==> src/rtl/iccm_loader.sv <==
// iccm_loader: boot-time ICCM image loader.
//   Assembles a little-endian byte stream into 32-bit words and issues one
//   controller write per word into ICCM at base_addr + word index (the address
//   wraps modulo 2^ADDR_WIDTH). The core is held in reset (core_hold) until a
//   load completes.
//   Optional build macro ICCM_LOADER_CHECKSUM_EN: after the last data word,
//   four more bytes are taken as the expected mod-2^32 sum of all data words.
//   A mismatch sets the sticky err flag and keeps core_hold asserted. The
//   checksum word is never written to ICCM.
// Ports:
//   clk, rst_n              clock, asynchronous active-low reset
//   start, abort            begin a load (ignored unless idle) / cancel a load
//   base_addr, word_count   load geometry, sampled on start
//   s_valid, s_data, s_ready  byte stream handshake
//   cntlr_wr, cntlr_waddr, cntlr_wr_data  ICCM controller write port
//   busy, done, core_hold, err            status
module iccm_loader #(
  parameter int ADDR_WIDTH = 11,
  parameter int DATA_WIDTH = 32
) (
  input  logic                  clk,
  input  logic                  rst_n,
  input  logic                  start,
  input  logic                  abort,
  input  logic [ADDR_WIDTH-1:0] base_addr,
  input  logic [ADDR_WIDTH:0]   word_count,
  input  logic                  s_valid,
  input  logic [7:0]            s_data,
  output logic                  s_ready,
  output logic                  cntlr_wr,
  output logic [ADDR_WIDTH-1:0] cntlr_waddr,
  output logic [DATA_WIDTH-1:0] cntlr_wr_data,
  output logic                  busy,
  output logic                  done,
  output logic                  core_hold,
  output logic                  err
);

  localparam logic [2:0] S_IDLE     = 3'd0;
  localparam logic [2:0] S_ASSEMBLE = 3'd1;
  localparam logic [2:0] S_WRITE    = 3'd2;
  localparam logic [2:0] S_DONE     = 3'd4;
`ifdef ICCM_LOADER_CHECKSUM_EN
  localparam logic [2:0] S_CHECK    = 3'd3;
`endif

  localparam logic [ADDR_WIDTH:0] CNT_ONE = 1;

  logic [2:0]            state_q, state_d;
  logic [ADDR_WIDTH-1:0] base_q, base_d;
  logic [ADDR_WIDTH:0]   remain_q, remain_d;   // data words still to write
  logic [ADDR_WIDTH-1:0] idx_q, idx_d;         // word index within the image
  logic [1:0]            byte_q, byte_d;       // next byte lane to fill
  logic [DATA_WIDTH-9:0] part_q, part_d;       // lower three lanes of the word
  logic                  s_ready_q, s_ready_d;
  logic                  wr_q, wr_d;
  logic [ADDR_WIDTH-1:0] waddr_q, waddr_d;
  logic [DATA_WIDTH-1:0] wdata_q, wdata_d;
  logic                  busy_q, busy_d;
  logic                  done_q, done_d;
  logic                  hold_q, hold_d;
`ifdef ICCM_LOADER_CHECKSUM_EN
  logic [DATA_WIDTH-1:0] sum_q, sum_d;
  logic                  err_q, err_d;
`endif

  logic                  hs;
  logic [DATA_WIDTH-1:0] word;

  assign hs   = s_valid & s_ready_q;
  // Fourth byte goes straight to the top lane; the word is complete this cycle.
  assign word = {s_data, part_q};

  always_comb begin
    state_d   = state_q;
    base_d    = base_q;
    remain_d  = remain_q;
    idx_d     = idx_q;
    byte_d    = byte_q;
    part_d    = part_q;
    s_ready_d = s_ready_q;
    wr_d      = 1'b0;
    waddr_d   = waddr_q;
    wdata_d   = wdata_q;
    busy_d    = busy_q;
    done_d    = 1'b0;
    hold_d    = hold_q;
`ifdef ICCM_LOADER_CHECKSUM_EN
    sum_d     = sum_q;
    err_d     = err_q;
`endif

    // Lanes 0..2 fill the same way in ASSEMBLE and CHECK.
    if (hs) begin
      case (byte_q)
        2'd0:    part_d[7:0]   = s_data;
        2'd1:    part_d[15:8]  = s_data;
        2'd2:    part_d[23:16] = s_data;
        default: part_d        = part_q;
      endcase
    end

    if (abort) begin
      // Partial word dropped; core_hold deliberately left as it is.
      state_d   = S_IDLE;
      s_ready_d = 1'b0;
      busy_d    = 1'b0;
      part_d    = part_q;
    end else begin
      case (state_q)
        S_IDLE: begin
          if (start) begin
            base_d   = base_addr;
            remain_d = word_count;
            idx_d    = '0;
            byte_d   = '0;
`ifdef ICCM_LOADER_CHECKSUM_EN
            sum_d    = '0;
            err_d    = 1'b0;
`endif
            if (word_count != '0) begin
              state_d   = S_ASSEMBLE;
              s_ready_d = 1'b1;
              busy_d    = 1'b1;
              hold_d    = 1'b1;
            end else begin
              state_d = S_DONE;
              done_d  = 1'b1;
              hold_d  = 1'b0;
            end
          end
        end
        S_ASSEMBLE: begin
          if (hs) begin
            if (byte_q == 2'd3) begin
              s_ready_d = 1'b0;
              wr_d      = 1'b1;
              waddr_d   = base_q + idx_q;
              wdata_d   = word;
              byte_d    = '0;
              state_d   = S_WRITE;
`ifdef ICCM_LOADER_CHECKSUM_EN
              sum_d     = sum_q + word;
`endif
            end else begin
              byte_d = byte_q + 2'd1;
            end
          end
        end
        S_WRITE: begin
          idx_d    = idx_q + 1'b1;
          remain_d = remain_q - 1'b1;
          if (remain_q == CNT_ONE) begin
`ifdef ICCM_LOADER_CHECKSUM_EN
            state_d   = S_CHECK;
            s_ready_d = 1'b1;
`else
            state_d = S_DONE;
            done_d  = 1'b1;
            busy_d  = 1'b0;
            hold_d  = 1'b0;
`endif
          end else begin
            state_d   = S_ASSEMBLE;
            s_ready_d = 1'b1;
          end
        end
`ifdef ICCM_LOADER_CHECKSUM_EN
        S_CHECK: begin
          if (hs) begin
            if (byte_q == 2'd3) begin
              s_ready_d = 1'b0;
              byte_d    = '0;
              state_d   = S_DONE;
              done_d    = 1'b1;
              busy_d    = 1'b0;
              // err was cleared on start, so a mismatch here is the only source.
              err_d     = (word != sum_q);
              hold_d    = (word != sum_q);
            end else begin
              byte_d = byte_q + 2'd1;
            end
          end
        end
`endif
        S_DONE:  state_d = S_IDLE;
        default: state_d = S_IDLE;
      endcase
    end
  end

  always_ff @(posedge clk or negedge rst_n) begin
    if (!rst_n) begin
      state_q   <= S_IDLE;
      base_q    <= '0;
      remain_q  <= '0;
      idx_q     <= '0;
      byte_q    <= '0;
      part_q    <= '0;
      s_ready_q <= 1'b0;
      wr_q      <= 1'b0;
      waddr_q   <= '0;
      wdata_q   <= '0;
      busy_q    <= 1'b0;
      done_q    <= 1'b0;
      hold_q    <= 1'b1;
`ifdef ICCM_LOADER_CHECKSUM_EN
      sum_q     <= '0;
      err_q     <= 1'b0;
`endif
    end else begin
      state_q   <= state_d;
      base_q    <= base_d;
      remain_q  <= remain_d;
      idx_q     <= idx_d;
      byte_q    <= byte_d;
      part_q    <= part_d;
      s_ready_q <= s_ready_d;
      wr_q      <= wr_d;
      waddr_q   <= waddr_d;
      wdata_q   <= wdata_d;
      busy_q    <= busy_d;
      done_q    <= done_d;
      hold_q    <= hold_d;
`ifdef ICCM_LOADER_CHECKSUM_EN
      sum_q     <= sum_d;
      err_q     <= err_d;
`endif
    end
  end

  assign s_ready       = s_ready_q;
  assign cntlr_wr      = wr_q;
  assign cntlr_waddr   = waddr_q;
  assign cntlr_wr_data = wdata_q;
  assign busy          = busy_q;
  assign done          = done_q;
  assign core_hold     = hold_q;
`ifdef ICCM_LOADER_CHECKSUM_EN
  assign err           = err_q;
`else
  assign err           = 1'b0;
`endif

endmodule

==> config.mk <==
export PLATFORM = sky130hd
export DESIGN_NAME = iccm_loader
export DESIGN_NICKNAME = d
export VERILOG_FILES = /design/src/rtl/iccm_loader.sv
export SDC_FILE = /design/constraint.sdc
export NUM_CORES = 1
export LEC_CHECK = 0
export BUFFER_PORTS_ARGS = -buffer_cell sky130_fd_sc_hd__buf_2
export CAP_MARGIN = 20
export CORE_ASPECT_RATIO = 0.7
export CORE_MARGIN = 1
export CORE_UTILIZATION = 45
export CTS_CLUSTER_SIZE = 28
export DETAILED_ROUTE_END_ITERATION = 6
export PLACE_DENSITY = 0.75
export SLEW_MARGIN = 20
export SYNTH_ARGS = -nofsm -noshare
export SYNTH_HDL_FRONTEND = slang
export SYNTH_SLANG_ARGS = --single-unit
==> constraint.sdc <==
create_clock -name clk -period 3.82 [get_ports clk]
set_input_delay 0 -clock clk [delete_from_list [all_inputs] [get_ports clk]]
set_output_delay 0 -clock clk [all_outputs]
set_load 0.1 [all_outputs]
==> results.md <==
| Stage | Item | This run |
|:---|:---|:---|
| outcome | Outcome | completed |
| synthesis | Largest cells by area after synthesis | dfrtp_1 52%, nand2_1 9.3%, mux2_2 7.6% |
| synthesis | Syn Nets | 581 |
| detailed routing | Drc violations | 0 |
| grt | Maximum number of pins on one net before global-route repair | 54 |
| worst setup path | Kind of start point of the critical path | flop |
| pwr | Total power draw | 3.30 mW |
| cts | Hold bufs inserted after CTS | 31 |
| synthesis | Post-Synthesis Cells | 527 |
| sta | Max-slew headroom | 43.6% |
| synthesis | Sequential cell area fraction in the yosys report | 52.1% |
| synthesis | Top cells by instance count after synthesis | 132 x nand2_1, 110 x dfrtp_1, 36 x mux2_2 |
| worst setup path | Endpoint kind of the worst setup timing path | flop |
| cts | Worst-path clk slew | 0.08 ns |
| cts | Clk buf depth | 2 |
| grt | Gr usage total | 21.1% |
| grt | Global-route wire length before repair | 20.4 mm |
| finish | Sequential cell area | 2780 um2 |
| floorplan | I/O pin cnt | 85 |
| place | Global placer's final weighted congestion | 0.842 |
| grt | Initial antenna violation count | 0 |
| worst setup path | Reg-to-reg slack, setup | 1.14 ns |
| detailed routing | Number of iterations in the first detailed-routing pass | 4 |
| sta | Count of final hold-check violations | 0 |
| sta | Clock Skew | 0.00860 ns |
| min path | Number of cells on the worst hold path | 3 |
| grt | Via count of the first global-routing pass | 4162 |
| place | Dpl hpwl | 8.26 mm |
| worst setup path | Maximum fanout encountered on the critical timing path | 53 |
| finish | Area growth from synthesis to layout | 21.3% |
| floorplan | Vert. Die Dim | 93.1 um |
| detailed routing | Drt initial violations | 294 |
| sta | Crit share post-route | 70.3% |
| worst setup path | Critical path data arrival time | 2.92 ns |
| sta | Max-slew violations | 0 |
| worst setup path | Data required, critical path | 4.06 ns |
| min path | Worst hold endpoint | remain_q[6]$_DFFE_PN0P_ |
| synthesis | Count of different cell masters after synthesis | 62 |
| detailed routing | Total wire length after detailed routing | 12.2 mm |
| pwr | Static leakage | 3.26 nW |
| detailed routing | Remaining antenna violation count after routing | 0 |
| cts | CTS H-tree lvls | 3 |
| synthesis | Area share of the largest cell type after synthesis | 51.6% |
| cts | Post-CTS setup buffer count | 0 |
| floorplan | Die area | 12300 um2 |
| detailed routing | Routed met2 length | 5.83 mm |
| sta | Post-route minimum period | 2.68 ns |
| min path | Launch point of the worst hold path | word_count[6] |
| sta | RSZ-0062 raised after global routing | false |
| synthesis | Async SR Flop Fraction | 100% |
| detailed routing | Vias per std cell | 5.35 |
| finish | Area used by multi-input combinational logic | 2390 um2 |
| floorplan | Initial core utilization | 47.2% |
| grt | Grt total ovfl | 0 |
| cts | Num Clock Sinks | 111 |
| min path | Min-delay worst type | in -> reg |
| sta | Top achievable clock speed | 372 MHz |
| place | Number of port buffers | 83 |
| synthesis | Post-synth top area cell | dfrtp_1 |
| synthesis | Number of synthesized flops with an enable pin | 0 |
| pwr | Power density cells | 510 nW/um2 |
| worst setup path | Critical path class | reg -> reg |
| detailed routing | Routed wire per std cell | 15.5 um |
| job | Reported max-cap violation count | 0 |
| detailed routing | WL met3 | 458 um |
| cts | Clock buffer count from CTS | 9 |
| synthesis | Flop and latch count out of synthesis | 111 |
| finish | Total Nets Final | 684 |
| floorplan | Core outline area | 11300 um2 |
| finish | Fraction of final layout cells sized beyond drive strength 1 | 24.7% |
| finish | Number of filler cells placed in the layout | 996 |
| pwr | Max IR drop VDD | 0.000321 V |
| cts | Clk Latency, worst-skew pair | 0.36 ns |
| worst setup path | Worst R2R Path Depth | 7 |
| synthesis | Predominant post-synthesis flop cell | dfrtp_1 |
| synthesis | Netlist area before placement | 5330 um2 |
| cts | TritonCTS clock tree | yes |
| detailed routing | M1 WL | 5.77 mm |
| sta | Setup-failing EPs final | 0 |
| synthesis | Mean Syn Cell Area | 10.1 um2 |
| cts | Number of gates resized after CTS | 0 |
| detailed routing | Highest metal layer with signal wires | met4 |
| worst setup path | Worst r2r dst | cntlr_waddr[8]$_DFFE_PN0P_ |
| detailed routing | Vias post-DR | 4217 |
| worst setup path | RR Startpoint | state_q[0]$_DFFE_PN0P_ |
| sta | Tightest Pin Transition | 0.843 ns |
| cts | Root buffer cell | clkbuf_16 |
| synthesis | Warning count from the yosys run | 0 |
| sta | Total negative slack for setup checks | 0 ns |
| floorplan | Rows | 32 |
| synthesis | Library cell with the highest instance count after synthesis | nand2_1 |
| finish | Total inserted antenna cells | 0 |
| floorplan | Die Span X | 132 um |
[metrics by stage]
stage | instances | area, um2 | hold slack, ns | worst slack, ns | util (%)
final | 788 | 6470 | 0.0222 | 1.14 | 57.3
after global routing | 788 | 6470 | 0.0333 | 0.949 | 57.3
after CTS | 788 | 6470 | 0.0141 | 1.18 | 57.3
after detailed placement | 741 | 5840 | 0.0340 | 1.18 | 51.7
after global placement | 741 | 5840 | 0.0246 | 1.29 | 51.7
after floorplan | 527 | 5330 | -0.296 | 1.56 | -
[worst max path at each step]
stage                            from                    endpoint  cells after the start
2_1_floorplan     s_ready$_DFFE_PN0P_  cntlr_waddr[8]$_DFFE_PN0P_                      7
3_3_place_gp   state_q[0]$_DFFE_PN0P_  cntlr_waddr[8]$_DFFE_PN0P_                      7
3_5_place_dp   state_q[0]$_DFFE_PN0P_  cntlr_waddr[8]$_DFFE_PN0P_                      7
4_1_cts        state_q[0]$_DFFE_PN0P_  cntlr_waddr[8]$_DFFE_PN0P_                      7
5_1_grt        state_q[0]$_DFFE_PN0P_  cntlr_waddr[8]$_DFFE_PN0P_                      7
6_report       state_q[0]$_DFFE_PN0P_  cntlr_waddr[8]$_DFFE_PN0P_                      7
[registers in the layout, summed over array words and instances (netlist names)]
register,cells
cntlr_waddr,11
state_q,3
remain_q,12
cntlr_wr,1
s_ready,1
core_hold,1
idx_q,11
part_q,24
busy,1
cntlr_wr_data,32
base_q,11
byte_q,2
done,1
[power by group]
| group | internal (mW) | switching (mW) | total [mW] |
|---|---|---|---|
| combinational | 0.313 | 0.397 | 0.710 |
| clock | 0.529 | 0.473 | 1.00 |
| sequential | 1.39 | 0.198 | 1.59 |
| total | 2.23 | 1.07 | 3.30 |
[layer usage]
layer | GRT usage (%) | vias to the layer above
met3 | 4.17 | 13
met2 | 34.9 | 103
met5 | 0 | -
li1 | - | 2028
met4 | 6.01 | 0
met1 | 28.3 | 2073
[worst max-delay path, stage by stage (launching register included)]
cell and delay [ns]:
dfrtp_1 0.62, nor3b_4 0.33, nand3_2 0.09, buf_4 0.29, inv_2 0.56, mux2_1 0.38, a31oi_1 0.17, nand3_1 0.10
[cells in the final DEF, fill, tap and decap left out, types with 6 or more instances in the layout]
master,n
xor2_1,9
mux2_2,36
nand3_1,9
buf_2,82
mux2i_1,6
nand2_1,132
dfrtp_1,110
clkbuf_16,9
inv_1,9
nand4_1,6
nor2_1,25
ha_1,17
a21oi_1,30
o21ai_0,26
dlygate4sd3_1,31
[kinds of logic after synthesis]
family          after synthesis  share of synthesized area [%]
fa+ha+maj                    18                           4.36
compound gates               92                           10.5
simple gates                216                           19.1
buf+inv                      35                           3.10
flops                       111                           52.1
mux                          43                           8.94
xor+xnor                     11                           1.81
other cells                   1                         0.0703
[area by class of cell]
cell class	count	area share [%]
inverter	10	0.580
tap	153	2.96
sequential	111	42.9
clock inverter	7	1.43
multi-input combinational	381	37.0
clock buffer	9	3.48
timing repair buffer	117	11.6
No activity file was read; power rests on OpenSTA's default activity.
